===== src/rtl/usb_tx_sequencer_if.sv =====
// Byte-level link between the USB TX sequencer, its request source, the payload FIFO
// and the bit-level TX encoder. The master modport is the sequencer side.
interface usb_tx_sequencer_if;
  logic       send_data;
  logic       send_nak;
  logic       clear_toggle;
  logic       fifo_empty;
  logic [7:0] fifo_rdata;
  logic       fifo_read;
  logic [7:0] tx_byte;
  logic       tx_valid;
  logic       tx_ready;
  logic       tx_eop;
  logic       eop_done;
  logic       tx_active;
  logic       data_toggle;

  modport master (
    input  send_data, send_nak, clear_toggle, fifo_empty, fifo_rdata, tx_ready, eop_done,
    output fifo_read, tx_byte, tx_valid, tx_eop, tx_active, data_toggle
  );

  modport slave (
    output send_data, send_nak, clear_toggle, fifo_empty, fifo_rdata, tx_ready, eop_done,
    input  fifo_read, tx_byte, tx_valid, tx_eop, tx_active, data_toggle
  );
endinterface


===== src/rtl/usb_tx_sequencer.sv =====
// Sequences one USB device-to-host packet per request: SYNC, PID, payload, CRC16, EOP.
// Maintains the DATA0/DATA1 toggle and the reflected CRC16 over the payload bytes.
module usb_tx_sequencer #(
  parameter int unsigned PKT_BYTES = 4,
  parameter int unsigned CNT_W     = 7
) (
  input  logic               clk,
  input  logic               n_rst,
  usb_tx_sequencer_if.master bus
);
  typedef enum logic [2:0] {
    S_IDLE, S_SYNC, S_PID, S_DATA, S_CRC_LO, S_CRC_HI, S_EOP, S_WAIT_EOP
  } state_t;

  localparam logic [7:0]       SYNC_BYTE = 8'h80;
  localparam logic [7:0]       PID_DATA0 = 8'hC3;
  localparam logic [7:0]       PID_DATA1 = 8'h4B;
  localparam logic [7:0]       PID_NAK   = 8'h5A;
  localparam logic [CNT_W-1:0] LAST_CNT  = CNT_W'(PKT_BYTES);

  state_t           r_state, w_state_nx;
  logic [7:0]       r_tx_byte, w_tx_byte_nx;
  logic             r_tx_valid, w_tx_valid_nx;
  logic [15:0]      r_crc, w_crc_nx, w_crc_upd;
  logic [CNT_W-1:0] r_cnt, w_cnt_nx;
  logic             r_kind_data, w_kind_data_nx;
  logic             r_toggle, w_toggle_nx;
  logic             w_xfer;
  logic             w_last;

  function automatic logic [15:0] crc16_byte(input logic [15:0] crc, input logic [7:0] data);
    logic [15:0] c;
    c = crc;
    for (int unsigned i = 0; i < 8; i++)
      c = (c[0] ^ data[i]) ? ((c >> 1) ^ 16'hA001) : (c >> 1);
    return c;
  endfunction

  assign w_xfer    = r_tx_valid & bus.tx_ready;
  assign w_crc_upd = crc16_byte(r_crc, r_tx_byte);
  assign w_last    = (r_cnt + 1'b1) == LAST_CNT;

  assign bus.tx_byte     = r_tx_byte;
  assign bus.tx_valid    = r_tx_valid;
  assign bus.tx_eop      = (r_state == S_EOP);
  assign bus.fifo_read   = (r_state == S_DATA) & w_xfer;
  assign bus.tx_active   = (r_state != S_IDLE);
  assign bus.data_toggle = r_toggle;

  always_ff @(posedge clk or negedge n_rst) begin
    if (!n_rst) begin
      r_state     <= S_IDLE;
      r_tx_byte   <= '0;
      r_tx_valid  <= 1'b0;
      r_crc       <= '1;
      r_cnt       <= '0;
      r_kind_data <= 1'b0;
      r_toggle    <= 1'b0;
    end else begin
      r_state     <= w_state_nx;
      r_tx_byte   <= w_tx_byte_nx;
      r_tx_valid  <= w_tx_valid_nx;
      r_crc       <= w_crc_nx;
      r_cnt       <= w_cnt_nx;
      r_kind_data <= w_kind_data_nx;
      r_toggle    <= w_toggle_nx;
    end
  end

  always_comb begin
    w_state_nx     = r_state;
    w_tx_byte_nx   = r_tx_byte;
    w_tx_valid_nx  = r_tx_valid;
    w_crc_nx       = r_crc;
    w_cnt_nx       = r_cnt;
    w_kind_data_nx = r_kind_data;
    w_toggle_nx    = r_toggle;
    case (r_state)
      S_IDLE: begin
        if (bus.send_data || bus.send_nak) begin
          w_kind_data_nx = bus.send_data;
          w_state_nx     = S_SYNC;
          w_tx_byte_nx   = SYNC_BYTE;
          w_tx_valid_nx  = 1'b1;
          w_crc_nx       = '1;
          w_cnt_nx       = '0;
        end
      end
      S_SYNC: begin
        if (w_xfer) begin
          w_state_nx   = S_PID;
          w_tx_byte_nx = !r_kind_data ? PID_NAK : (r_toggle ? PID_DATA1 : PID_DATA0);
        end
      end
      S_PID: begin
        if (w_xfer) begin
          if (!r_kind_data) begin
            w_state_nx    = S_EOP;
            w_tx_valid_nx = 1'b0;
          end else if (PKT_BYTES != 0) begin
            w_state_nx    = S_DATA;
            w_tx_byte_nx  = bus.fifo_rdata;
            w_tx_valid_nx = !bus.fifo_empty;
          end else begin
            w_state_nx   = S_CRC_LO;
            w_tx_byte_nx = ~r_crc[7:0];
          end
        end
      end
      S_DATA: begin
        // The popped head is only visible a cycle later, so each byte is
        // reloaded from the show-ahead port once the FIFO reports non-empty.
        if (w_xfer) begin
          w_crc_nx      = w_crc_upd;
          w_cnt_nx      = r_cnt + 1'b1;
          w_tx_valid_nx = 1'b0;
          if (w_last) begin
            w_state_nx    = S_CRC_LO;
            w_tx_byte_nx  = ~w_crc_upd[7:0];
            w_tx_valid_nx = 1'b1;
          end
        end else if (!r_tx_valid && !bus.fifo_empty) begin
          w_tx_byte_nx  = bus.fifo_rdata;
          w_tx_valid_nx = 1'b1;
        end
      end
      S_CRC_LO: begin
        if (w_xfer) begin
          w_state_nx   = S_CRC_HI;
          w_tx_byte_nx = ~r_crc[15:8];
        end
      end
      S_CRC_HI: begin
        if (w_xfer) begin
          w_state_nx    = S_EOP;
          w_tx_valid_nx = 1'b0;
        end
      end
      S_EOP: w_state_nx = S_WAIT_EOP;
      S_WAIT_EOP: begin
        if (bus.eop_done) begin
          w_state_nx = S_IDLE;
          if (r_kind_data) w_toggle_nx = ~r_toggle;
        end
      end
      default: w_state_nx = S_IDLE;
    endcase
    if (bus.clear_toggle) w_toggle_nx = 1'b0;
  end
endmodule


===== src/flat_wrapper.sv =====
// flat-port wrapper written by rule: the top's interface ports become plain ports
module usb_tx_sequencer_flat 
#(
  parameter int unsigned PKT_BYTES = 4,
  parameter int unsigned CNT_W     = 7
)
  (clk, n_rst, bus_send_data, bus_send_nak, bus_clear_toggle, bus_fifo_empty, bus_fifo_rdata, bus_tx_ready, bus_eop_done, bus_fifo_read, bus_tx_byte, bus_tx_valid, bus_tx_eop, bus_tx_active, bus_data_toggle);
  usb_tx_sequencer_if bus_i ();
  input  logic clk;
  input  logic n_rst;
  input wire logic [$bits(bus_i.send_data)-1:0] bus_send_data;
  input wire logic [$bits(bus_i.send_nak)-1:0] bus_send_nak;
  input wire logic [$bits(bus_i.clear_toggle)-1:0] bus_clear_toggle;
  input wire logic [$bits(bus_i.fifo_empty)-1:0] bus_fifo_empty;
  input wire logic [$bits(bus_i.fifo_rdata)-1:0] bus_fifo_rdata;
  input wire logic [$bits(bus_i.tx_ready)-1:0] bus_tx_ready;
  input wire logic [$bits(bus_i.eop_done)-1:0] bus_eop_done;
  output wire logic [$bits(bus_i.fifo_read)-1:0] bus_fifo_read;
  output wire logic [$bits(bus_i.tx_byte)-1:0] bus_tx_byte;
  output wire logic [$bits(bus_i.tx_valid)-1:0] bus_tx_valid;
  output wire logic [$bits(bus_i.tx_eop)-1:0] bus_tx_eop;
  output wire logic [$bits(bus_i.tx_active)-1:0] bus_tx_active;
  output wire logic [$bits(bus_i.data_toggle)-1:0] bus_data_toggle;
  assign bus_i.send_data = bus_send_data;
  assign bus_i.send_nak = bus_send_nak;
  assign bus_i.clear_toggle = bus_clear_toggle;
  assign bus_i.fifo_empty = bus_fifo_empty;
  assign bus_i.fifo_rdata = bus_fifo_rdata;
  assign bus_i.tx_ready = bus_tx_ready;
  assign bus_i.eop_done = bus_eop_done;
  assign bus_fifo_read = bus_i.fifo_read;
  assign bus_tx_byte = bus_i.tx_byte;
  assign bus_tx_valid = bus_i.tx_valid;
  assign bus_tx_eop = bus_i.tx_eop;
  assign bus_tx_active = bus_i.tx_active;
  assign bus_data_toggle = bus_i.data_toggle;
  usb_tx_sequencer #(.PKT_BYTES(PKT_BYTES), .CNT_W(CNT_W)) u_core (.clk(clk), .n_rst(n_rst), .bus(bus_i));
endmodule

===== config.mk =====
export PLATFORM = sky130hd
export DESIGN_NAME = usb_tx_sequencer_flat
export DESIGN_NICKNAME = d
export VERILOG_FILES = /design/src/rtl/usb_tx_sequencer_if.sv /design/src/rtl/usb_tx_sequencer.sv /design/src/flat_wrapper.sv
export SDC_FILE = /design/constraint.sdc
export NUM_CORES = 1
export LEC_CHECK = 0
export CELL_PAD_IN_SITES_DETAIL_PLACEMENT = 0
export CELL_PAD_IN_SITES_GLOBAL_PLACEMENT = 2
export CORE_MARGIN = 8
export CORE_UTILIZATION = 35
export DETAILED_ROUTE_END_ITERATION = 10
export PLACE_DENSITY = 0.82
export SYNTH_ARGS = -nofsm -noshare
export SYNTH_HDL_FRONTEND = slang
export SYNTH_SLANG_ARGS = --single-unit

===== constraint.sdc =====
create_clock -name clk -period 2.25 [get_ports clk]
set_clock_uncertainty 0.15 [all_clocks]
set_input_delay 0.45 -clock clk [delete_from_list [all_inputs] [get_ports clk]]
set_output_delay 0.45 -clock clk [all_outputs]
set_load 0.01 [all_outputs]

# Word-level counts from Yosys, hierarchy flattened
# Index checks and enable logic that the tools add are counted.
totals:
  latch_bits: 0
  ramBits: 0
  wordCells: 113
  register_bits: 37
  rom_bits: 0
  in_bits: 16
  memories: 0
classes:
  n_addsub: 1
  bitwise_logic: 21
  n_eq_ne: 19
  shift: 0
  multipliers: 0
  n_mux: 47
  magnitude_cmp: 0
  div_mod_pow: 0
  reduce_logical: 18
ops:
  columns: ["op", "count"]
  rows:
  - ["$mux 16", 10]
  - ["$mux 8", 10]
  - ["$pmux 8 s5", 1]
  - ["$pmux 16 s2", 1]
  - ["$mux 3", 9]
  - ["$not 2->3", 8]
  - ["$pmux 3 s8", 1]
  - ["$ne 2x1->1 const B", 8]
  - ["$not 8->8", 2]
  - ["$reduce_and 8->1", 2]
  - ["$mux 7", 2]
  - ["$pmux 7 s2", 1]
  - ["$eq 3x3->1 const B", 4]
  - ["$mux 1", 11]
  - ["$reduce_bool 2->1", 4]
  - ["$xor 1x1->1", 8]
  - ["$add 7x1->7 const B", 1]
  - ["$eq 7x3->1 const B", 1]
  - ["$eq 3x2->1 const B", 2]
  - ["$reduce_and 3->1", 2]
  - ["$reduce_and 5->1", 1]
  - ["$reduce_bool 5->1", 1]
  - ["$pmux 1 s4", 1]
  - ["$reduce_bool 4->1", 1]
  - ["other kinds (12)", 14]

# Depth between registers and ports, before layout
logic_depth:
  depth_word: 20
  mapped_depth: 8
  mapped_depth_nobuf: 6

# Least setup slack after synthesis
# No wires, ideal clock.
synth_path:
  path_type: "register -> output"
  from: "reg u_core.r_tx_valid, in the netlist u_core.bus.tx_valid"
  to: "out bus_fifo_read"
  t_required_ns: 1.650
  slack_ns: 0.201
  path_stages_with_launch: 7
  arrival_ns: 1.449
  path_cell_list: "dfrtp_1 and2_0 clkbuf_1 nand3_1 inv_1 buf_2 buf_2"
synth_via:
  elab_chain_len: 2
synth_lines:
  columns: ["element", "line_no", "rtl"]
  rows:
  - ["start, declared", "usb_tx_sequencer.sv:23", "logic r_tx_valid, w_tx_valid_nx;"]
  - ["start signal, assigned", "usb_tx_sequencer.sv:62", "r_tx_valid <= w_tx_valid_nx;"]
  - ["$and 1x1->1", "usb_tx_sequencer.sv:39", "assign w_xfer = r_tx_valid & bus.tx_ready;"]
  - ["$and 1x1->1", "usb_tx_sequencer.sv:46", "assign bus.fifo_read = (r_state == S_DATA) & w_xfer;"]
  - ["end, declared", "flat_wrapper.sv:18", "output wire logic [$bits(bus_i.fifo_read)-1:0] bus_fifo_read;"]
# No other way between the ends.

# Worst setup path after layout
layout_path:
  from: "reg u_core.r_state[0]"
  to: "out bus_tx_active"
layout_via:
  elab_chain_len: 1
layout_lines:
  columns: ["element", "line_no", "rtl"]
  rows:
  - ["start, declared", "usb_tx_sequencer.sv:21", "state_t r_state, w_state_nx;"]
  - ["start signal, assigned", "usb_tx_sequencer.sv:60", "r_state <= w_state_nx;"]
  - ["$reduce_bool 3->1", "usb_tx_sequencer.sv:47", "assign bus.tx_active = (r_state != S_IDLE);"]
  - ["end, declared", "flat_wrapper.sv:22", "output wire logic [$bits(bus_i.tx_active)-1:0] bus_tx_active;"]
# No other way between the ends.

==> impl_metrics.json <==
{
  "detail_route.drc_violations": 0,
  "fin_hold_ws_ps": 47.5,
  "detail_route_antenna_nets": 0,
  "run_status": "finished, final reports clean",
  "viasPerCell": 5.46,
  "rrSetupSlack_ps": 130,
  "detail_route.wirelength.met1_um": 3040,
  "launching_element_type_of_the_critical_path": "flip-flop",
  "num-nets-final": 316,
  "detail_route.wl_per_cell_um": 17.2,
  "grt.overflow.total": 0,
  "cts_tree": "built",
  "pwr_density_cell_nw_per_um2": 1830,
  "share_of_synthesized_area_spent_on_multiplexers_pct": 0,
  "ys_async_sr_fraction_pct": 100,
  "placed_cells": 368,
  "synthesis.area_per_instance_sq_um": 9.76,
  "placement.cell_area_sq_um": 2940,
  "synth_compound_area_share_pct": 23.0,
  "synth_fp_nets": 255,
  "synth_top_family_by_area": "compound AO/OA/AOI/OAI gates",
  "leakagePower_nw": 1.26,
  "dr_total_vias": 2054,
  "cts_num_sinks": 37,
  "layout-area-overhead-vs-synth_pct": 31.6,
  "effective_utilization_at_floorplan_pct": 36.4,
  "mapped_area_sq_um": 2320,
  "min-delay-path-class": "in2async",
  "finalHoldViolations": 0,
  "finalInstanceArea_sq_um": 3060,
  "synth_cell_types": 54,
  "worstPathMaxFanout": 6,
  "layout_worst_path_cycle_share_pct": 96.4,
  "design_power_total_w": 0.00560,
  "postSynthCellCount": 238,
  "synth.ff_latch_count": 37,
  "die_x_um": 97.5,
  "gp_congestion": 0.801,
  "synth_xor_xnor_area_share_pct": 14.4,
  "cap_viol_max_count": 0,
  "antenna_found_initial": 0,
  "synth-adder-area-share_pct": 0.539,
  "dr.pass1.iters": 4,
  "post-route-worst-setup-slack_ps": 80.6,
  "ys_dominant_reg_cell": "sky130_fd_sc_hd__dfrtp_1",
  "maxUsedRoutingLayer": "met4",
  "drt-initial-drc-count": 105,
  "synth_warnings": 0,
  "dp_worst_setup_slack_ps": -262,
  "clk_path_buf_depth": 2,
  "grt_first_pass_wirelength_um": 10600,
  "r2r_start": "u_core.r_state[1]",
  "dieArea_sq_um": 9500,
  "num-fill-cells": 626,
  "seq_area_frac_synth_pct": 40.7,
  "timing.setup.critical_path_class": "reg2out",
  "worst_setup_path_end_kind": "output port",
  "slew-limit-headroom_pct": 67.9,
  "reg_to_reg_endpoint": "u_core.bus.tx_byte[0]",
  "core_area_sq_um": 6390,
  "num_cts_buffers": 5,
  "grt_max_degree": 38,
  "globalRouteTotalUtil_pct": 13.6,
  "number_of_global_route_vias_before_repair": 2058,
  "dr_wl_met3_um": 299,
  "max_freq_mhz": 461,
  "root_buffer_master": "sky130_fd_sc_hd__clkbuf_8",
  "final_cell_count_no_fill": 376,
  "totalWireLength_um": 6460,
  "unrepaired_setup_endpoints_after_global_routing": "false",
  "cts_htree_levels": 2,
  "dieHeight_um": 97.5,
  "floorplan.io_pins": 29,
  "tightestPinTransition_ps": 482,
  "synth-simple-area-share_pct": 17.8,
  "placementRows": 29,
  "timing.final.max_slew_violations": 0,
  "ir_worst_vdd_mv": 1.15,
  "detailroute.wirelength.met2_um": 3020,
  "clock_slew_at_reported_path_ffs_ps": 80,
  "signal_arrival_time_at_the_worst_endpoint_ps": 1570,
  "ff2ff_path_depth": 6,
  "antenna_cells_inserted": 0,
  "setup-violations-final": 0,
  "critical_path_required_ps": 1650,
  "clk_latency_ps": 290,
  "place.port_buffers": 28,
  "final_layout_size_suffix_gt1_share_pct": 27.4,
  "number_of_enable_flip_flop_cells_after_synthesis": 0,
  "layout_min_cycle_time_ps": 2170,
  "hpwlAfterDp_um": 4790
}
==> routing by layer <==
| metal | vias to the layer above | global-route usage [%] |
|---|---|---|
| met2 | 48 | 22.1 |
| met4 | 0 | 4.31 |
| met5 | - | 0 |
| met1 | 997 | 17.2 |
| li1 | 998 | - |
| met3 | 11 | 3.27 |
==> registers in the layout, indices dropped and copies added (netlist names) <==
signal / cells
u_core.r_cnt: 7
u_core.bus.tx_valid: 1
u_core.bus.data_toggle: 1
u_core.r_kind_data: 1
u_core.r_state: 3
u_core.bus.tx_byte: 8
u_core.r_crc: 16
==> logic make-up (layout without fill, tap and decap cells) <==
kind of cell,after synthesis,in the layout
xor+xnor,28,28
simple gates,77,77
buf+inv,20,81
fa+ha+maj,1,1
flops,37,37
compound gates,75,75
==> through the flow <==
stage                     setup TNS, ps  utilization [%]
after floorplan                       0                -
final                                 0             47.9
after global placement            -1460             46.0
after detailed placement          -1530             46.0
after CTS                             0             47.7
after global routing                  0             47.9
==> cell usage after synthesis (7+ instances only) <==
library cell | n | share of area (%)
sky130_fd_sc_hd__xnor2_1 | 12 | 4.5
sky130_fd_sc_hd__nand3_1 | 8 | 1.7
sky130_fd_sc_hd__nand2b_1 | 8 | 2.2
sky130_fd_sc_hd__xor2_1 | 8 | 3.0
sky130_fd_sc_hd__nand2_1 | 11 | 1.8
sky130_fd_sc_hd__o22a_1 | 7 | 2.6
sky130_fd_sc_hd__dfstp_2 | 16 | 18
sky130_fd_sc_hd__dfrtp_1 | 21 | 23
sky130_fd_sc_hd__a21oi_1 | 19 | 4.1
sky130_fd_sc_hd__nor2_1 | 20 | 3.2
sky130_fd_sc_hd__clkbuf_1 | 8 | 1.3
==> critical path: stages (launching register included) <==
cell	delay [ps]
sky130_fd_sc_hd__dfrtp_2	460
sky130_fd_sc_hd__nor3_4	230
sky130_fd_sc_hd__inv_1	90
sky130_fd_sc_hd__clkdlybuf4s50_1	490
==> report_power, final <==
part	internal, W	switching, W
clock	0.000243	0.000254
sequential	0.00104	0.000327
combinational	0.00198	0.00175
==> worst max path at each step <==
stage / cells past startpoint / end / slack (ps) / startpoint
final: 3 / bus_tx_active / 80 / u_core.r_state[0]
after global placement: 5 / bus_fifo_read / -260 / bus_tx_ready
after floorplan: 6 / bus_fifo_read / 200 / u_core.bus.tx_valid
after CTS: 5 / bus_fifo_read / 10 / bus_tx_ready
after detailed placement: 5 / bus_fifo_read / -260 / bus_tx_ready
after global routing: 9 / u_core.bus.tx_byte[4] / 8 / bus_tx_ready
==> final cells by class <==
cell class	count	area, sq um	share of cell area (%)
Sequential cell	37	948	31.0
Multi-Input combinational cell	181	1320	43.1
Tap cell	77	96.3	3.15
Timing Repair Buffer	68	582	19.0
Inverter	6	22.5	0.736
Clock buffer	6	82.6	2.70
Clock inverter	1	7.51	0.245
==> layout by cell type, fill, tap and decap left out, types with 3 or more instances in the layout <==
cell type	count
sky130_fd_sc_hd__nand3_1	8
sky130_fd_sc_hd__o21ai_1	4
sky130_fd_sc_hd__xnor2_2	3
sky130_fd_sc_hd__a21oi_1	19
sky130_fd_sc_hd__o22ai_1	3
sky130_fd_sc_hd__dfrtp_1	19
sky130_fd_sc_hd__a2bb2oi_1	3
sky130_fd_sc_hd__nand4_1	4
sky130_fd_sc_hd__xnor2_1	12
sky130_fd_sc_hd__dfstp_2	16
sky130_fd_sc_hd__nor3b_1	3
sky130_fd_sc_hd__o21a_1	5
sky130_fd_sc_hd__inv_1	6
sky130_fd_sc_hd__nand2_1	11
sky130_fd_sc_hd__a31oi_1	3
sky130_fd_sc_hd__clkdlybuf4s50_1	25
sky130_fd_sc_hd__o22a_1	7
sky130_fd_sc_hd__clkbuf_8	6
sky130_fd_sc_hd__a211oi_1	3
sky130_fd_sc_hd__nor2_1	20
sky130_fd_sc_hd__a32oi_1	3
sky130_fd_sc_hd__o21ai_0	6
sky130_fd_sc_hd__buf_4	39
sky130_fd_sc_hd__nor2b_1	3
sky130_fd_sc_hd__nand2b_1	8
sky130_fd_sc_hd__nor3_1	4
sky130_fd_sc_hd__xor2_1	8
==> repair_timing <==
item                                    4_1_cts  5_1_grt
resized for setup                             5        4
endpoints found under the hold margin         0        0
setup buffers                                 1        0
pin swaps                                     1        0
endpoints found under the setup margin        3        3
hold buffers                                  0        0
Note: power is estimated with default switching activity, not from simulation.
